[config.mk]
export PLATFORM = sky130hd
export DESIGN_NAME = bit_index_sequencer
export DESIGN_NICKNAME = d
export VERILOG_FILES = /design/src/rtl/bit_index_sequencer.sv
export SDC_FILE = /design/constraint.sdc
export NUM_CORES = 1
export LEC_CHECK = 0
export BUFFER_PORTS_ARGS = -buffer_cell sky130_fd_sc_hd__buf_2
export CAP_MARGIN = 0
export CORE_MARGIN = 3
export CORE_UTILIZATION = 46
export CTS_CLUSTER_DIAMETER = 100
export CTS_CLUSTER_SIZE = 12
export DETAILED_ROUTE_END_ITERATION = 8
export PLACE_DENSITY = 0.76
export SLEW_MARGIN = 25
export SYNTH_ARGS = -nofsm -noshare
export SYNTH_HDL_FRONTEND = slang
export SYNTH_SLANG_ARGS = --single-unit
[constraint.sdc]
create_clock -name Clock_i -period 1.5 [get_ports Clock_i]
set_input_delay 0.3 -clock Clock_i [delete_from_list [all_inputs] [get_ports Clock_i]]
set_output_delay 0.3 -clock Clock_i [all_outputs]
set_load 0.005 [all_outputs]
[src/rtl/bit_index_sequencer.sv]
// bit_index_sequencer: accepts an N-bit request bitmap and streams the index
// of every set bit, highest index first, one per accepted output transfer.
// Each emitted bit is cleared from the pending set. Done pulses once per vector.

// MSB-priority find-first-one encoder: index of the highest set bit.
module bit_index_ffo #(
    parameter int N  = 8,
    parameter int IW = $clog2(N)
) (
    input  logic [N-1:0]  vec_i,
    output logic [IW-1:0] idx_o,
    output logic          any_o
);
    // Ascending scan, so the last hit (highest set bit) wins.
    always_comb begin
        idx_o = '0;
        any_o = 1'b0;
        for (int i = 0; i < N; i++) begin
            if (vec_i[i]) begin
                idx_o = IW'(i);
                any_o = 1'b1;
            end
        end
    end
endmodule

module bit_index_sequencer #(
    parameter int N  = 8,
    localparam int IW = $clog2(N)
) (
    input  logic          Clock_i,
    input  logic          Reset_N_i,
    input  logic          LoadValid_i,
    output logic          LoadReady_o,
    input  logic [N-1:0]  LoadVector_i,
    output logic          OutValid_o,
    input  logic          OutReady_i,
    output logic [IW-1:0] OutIndex_o,
    output logic          OutLast_o,
    output logic          Done_o,
    output logic [N-1:0]  Pending_o
);
    if (N < 2 || (N & (N - 1)) != 0) begin : g_bad_n
        $fatal(1, "bit_index_sequencer: N must be a power of 2 and >= 2");
    end

    typedef enum logic {IDLE = 1'b0, EMIT = 1'b1} state_t;

    state_t        state_q;
    logic [N-1:0]  pending_q;
    logic [N-1:0]  pending_d;
    logic          done_q;
    logic [IW-1:0] hi_idx;
    logic          hi_any;
    logic          one_hot;

    bit_index_ffo #(.N(N), .IW(IW)) u_ffo (
        .vec_i (pending_q),
        .idx_o (hi_idx),
        .any_o (hi_any)
    );

    // Pending set with the currently presented bit removed.
    always_comb begin
        pending_d = pending_q & ~({{(N-1){1'b0}}, 1'b1} << hi_idx);
    end

    // Exactly one bit left: clearing the lowest set bit leaves nothing.
    always_comb begin
        one_hot = hi_any && ((pending_q & (pending_q - N'(1))) == '0);
    end

    // Handshake outputs are decoded from registered state; reset masks them.
    always_comb begin
        LoadReady_o = Reset_N_i && (state_q == IDLE);
        OutValid_o  = Reset_N_i && (state_q == EMIT);
        OutIndex_o  = hi_idx;
        OutLast_o   = one_hot;
        Done_o      = done_q;
        Pending_o   = pending_q;
    end

    // Control FSM: capture in IDLE, drain one bit per transfer in EMIT.
    always_ff @(posedge Clock_i) begin
        if (!Reset_N_i) begin
            state_q   <= IDLE;
            pending_q <= '0;
            done_q    <= 1'b0;
        end else begin
            done_q <= 1'b0;
            case (state_q)
                IDLE: begin
                    if (LoadValid_i) begin
                        pending_q <= LoadVector_i;
                        if (LoadVector_i != '0) state_q <= EMIT;
                        else                    done_q  <= 1'b1;
                    end
                end
                EMIT: begin
                    // LoadValid is ignored here; only OutReady moves the stream.
                    if (OutReady_i) begin
                        pending_q <= pending_d;
                        if (one_hot) begin
                            state_q <= IDLE;
                            done_q  <= 1'b1;
                        end
                    end
                end
                default: state_q <= IDLE;
            endcase
        end
    end
endmodule

==> impl_metrics.tcl <==
set metrics [dict create \
    status "finished, violations left" \
    violations "setup timing" \
    diodes 0 \
    grt_setup_unrepaired "true" \
    synth-xor-area-share 0 \
    yosys.area.top_type "dfxtp_1" \
    end_kind "primary output" \
    syn_nets 104 \
    max_slew_margin 0.781 \
    core-area_um2 1350 \
    synth_warnings 0 \
    min_period_ns 1.75 \
    synthMuxAreaShare 0 \
    synth_area_leaders "dfxtp_1 29%, nand2_1 9.7%, a21oi_1 4.3%, nor2b_1 3.6%, a21boi_0 3.2%" \
    cap_violations 0 \
    async_flop_share 0 \
    slew_violations 0 \
    vias 802 \
    fin_setup_tns_ns -0.566 \
    drt_pass1_iterations 4 \
    cts_sinks 10 \
    overflow 0 \
    synth_compound_area_frac 0.276 \
    portBuffers 26 \
    netlist_area_um2 693 \
    cp_max_fo 5 \
    synth_top_family_by_area "simple AND/OR/NAND/NOR gates" \
    grt_pass1_vias 721 \
    row_count 13 \
    final_cells 143 \
    die_y_um 44.8 \
    syn_avg_cell_area_um2 7.53 \
    ys.flop_type "dfxtp_1" \
    wl_per_cell_um 13.8 \
    synthToLayoutAreaGrowth_pct 45.3 \
    synth_simple_gate_area_frac 0.357 \
    final_area_um2 1010 \
    synth_cell_types 34 \
    ant_nets 0 \
    path_cells "nor4_4 -> nor4b_2 -> o21ai_1 -> and3_4 -> inv_2 -> buf_6" \
    grt_usage 0.210 \
    h-tree-depth 1 \
    period_share 1.17 \
    tightest_slew_ns 0.329 \
    dpl.hpwl_mm 1.43 \
    worstPathRequired_ns 1.20 \
    clk_pin_slew_ns 0.07 \
    antenna_found_initial 0 \
    initial_core_util 0.513 \
    io_pins 27 \
    skew_ns 0.00548 \
    critical-path-top-delay-family "simple AND/OR/NAND/NOR gates" \
    insertion_delay_ns 0.27 \
    grt_pass1_wl_mm 3.09 \
    fillers 99 \
    yosysMostFrequentCell "nand2_1" \
    setup_viol 3 \
    slowest_delay_ns 0.36 \
    finalWeightedCongestion 0.763 \
    drt_wl_total_mm 1.97 \
    hold_buffers 0 \
    vias_per_cell 5.61 \
    dp_cells 135 \
    yosysTopAreaCellShare 0.289 \
    dieArea_um2 2010 \
    regToRegSetupSlack_ns -0.09 \
    register_area_um2 213 \
    worst_slack_ns -0.252 \
    dpl_cell_area_um2 871 \
    leakage_uw 0.000473 \
    ys_seq_elements 10 \
    synth_edf_count 0 \
    synth_cells 92 \
    irDropWorstVdd_mv 0.516 \
    multi_input_area_um2 483 \
    powerDensity_nw_per_um2 883 \
    min_path_type "input pin to flop" \
    seq_area_frac_synth 0.289 \
    drc 0 \
    critPathKind "flop to primary output" \
    yosys-top-cells-count "18 x nand2_1, 10 x dfxtp_1, 6 x a21oi_1" \
    drtIter0Drc 28 \
    root_buffer "clkbuf_4" \
    layout.nets 141 \
    fp.dieW_um 44.8 \
    hold_viol 0 \
    final_layout_size_suffix_gt1_frac 0.516 \
    crit_buf_inv 2 \
    numCtsBuffers 3 \
    cp_data_arrival_time_ns 1.45 \
    startpoint_type "flop" \
    clk_path_buf_depth 2 \
    synth_fa_ha_area_frac 0 \
    max_freq_ghz 0.571 \
    cts_tree "built" \
    grt_max_degree 14 \
    cp_slowest_cell "dfxtp_4" \
    preCtsSetupSlack_ns -0.0475 \
]
-- routing by layer --
| layer | up-vias | share of wire | wire, um | GRT usage |
|---|---|---|---|---|
| li1 | 398 | - | - | - |
| met1 | 355 | 0.42 | 836 | 0.263 |
| met2 | 41 | 0.47 | 924 | 0.352 |
| met3 | 8 | 0.079 | 155 | 0.0239 |
| met4 | 0 | 0.027 | 54 | 0.105 |
| met5 | - | 0 | 0 | 0 |
-- flip-flops by register name, indices dropped and copies added (netlist names) --
| signal | count |
|---|---|
| Pending_o | 8 |
| Done_o | 1 |
| state_q | 1 |
-- through the flow --
step                power, uW  hold slack [ns]   util
floorplan                 475            0.445      -
global placement          581            0.566  0.645
detailed placement        587            0.572  0.645
CTS                       845            0.288  0.713
global route              939            0.297  0.746
finish                    890            0.296  0.746
-- area by class of cell --
type,instances,area share
clock buffer,4,0.0360
inverter,2,0.00745
multi-input combinational,72,0.480
sequential,10,0.211
tap,15,0.0186
timing repair buffer,40,0.247
-- kinds of logic after synthesis --
kind of cell    count (synthesis)
compound gates                 28
simple gates                   44
flops                          10
buf+inv                        10
-- power by group --
part,internal [uW],switching (uW)
registers,285,36.6
logic,180,146
clock network,147,95.7
total,612,278
-- path summary, 6_finish.rpt --
path | startpoint | to | cells past startpoint
worst max-delay path | Pending_o[2] | OutLast_o | 6
worst min-delay path | LoadVector_i[6] | Pending_o[6] | 3
worst max register to register | Pending_o[4] | state_q | 8
worst min register to register | Pending_o[7] | Pending_o[7] | 2
-- cells in the final DEF, fill, tap and decap left out, drive strengths merged --
master  Yosys  final
buf         6     40
nand2      18     18
dfxtp      10     10
a21oi       6      6
nor2        6      6
nor2b       4      4
o21ai       4      4
clkbuf      2      4
nand2b      3      3
o211ai      3      3
o21a        3      3
a21boi      3      3
nor4b       3      3
nor4        3      3
a211oi      2      2
and2        2      2
nand3       2      2
inv         2      2
o311a       2      2
or2         1      1
o31ai       1      1
and3        1      1
a31oi       1      1
nor3        1      1
a21o        1      1
o211a       1      1
o22ai       1      1
-- worst min-delay path: cells and delay by family --
| kind | cells | cell delay (ns) |
|---|---|---|
| AOI/OAI and AO/OA | 1 | 0.06 |
| buffers and inverters | 1 | 0.11 |
| and+or+nand+nor | 1 | 0.05 |
-- timing repair --
item                       4_1_cts  5_1_grt
setup endpoints to repair        5        6
pin swaps                        6        5
resized for setup               12       10
buffers inserted                 4        1
Power figures use the tool's default switching activity.
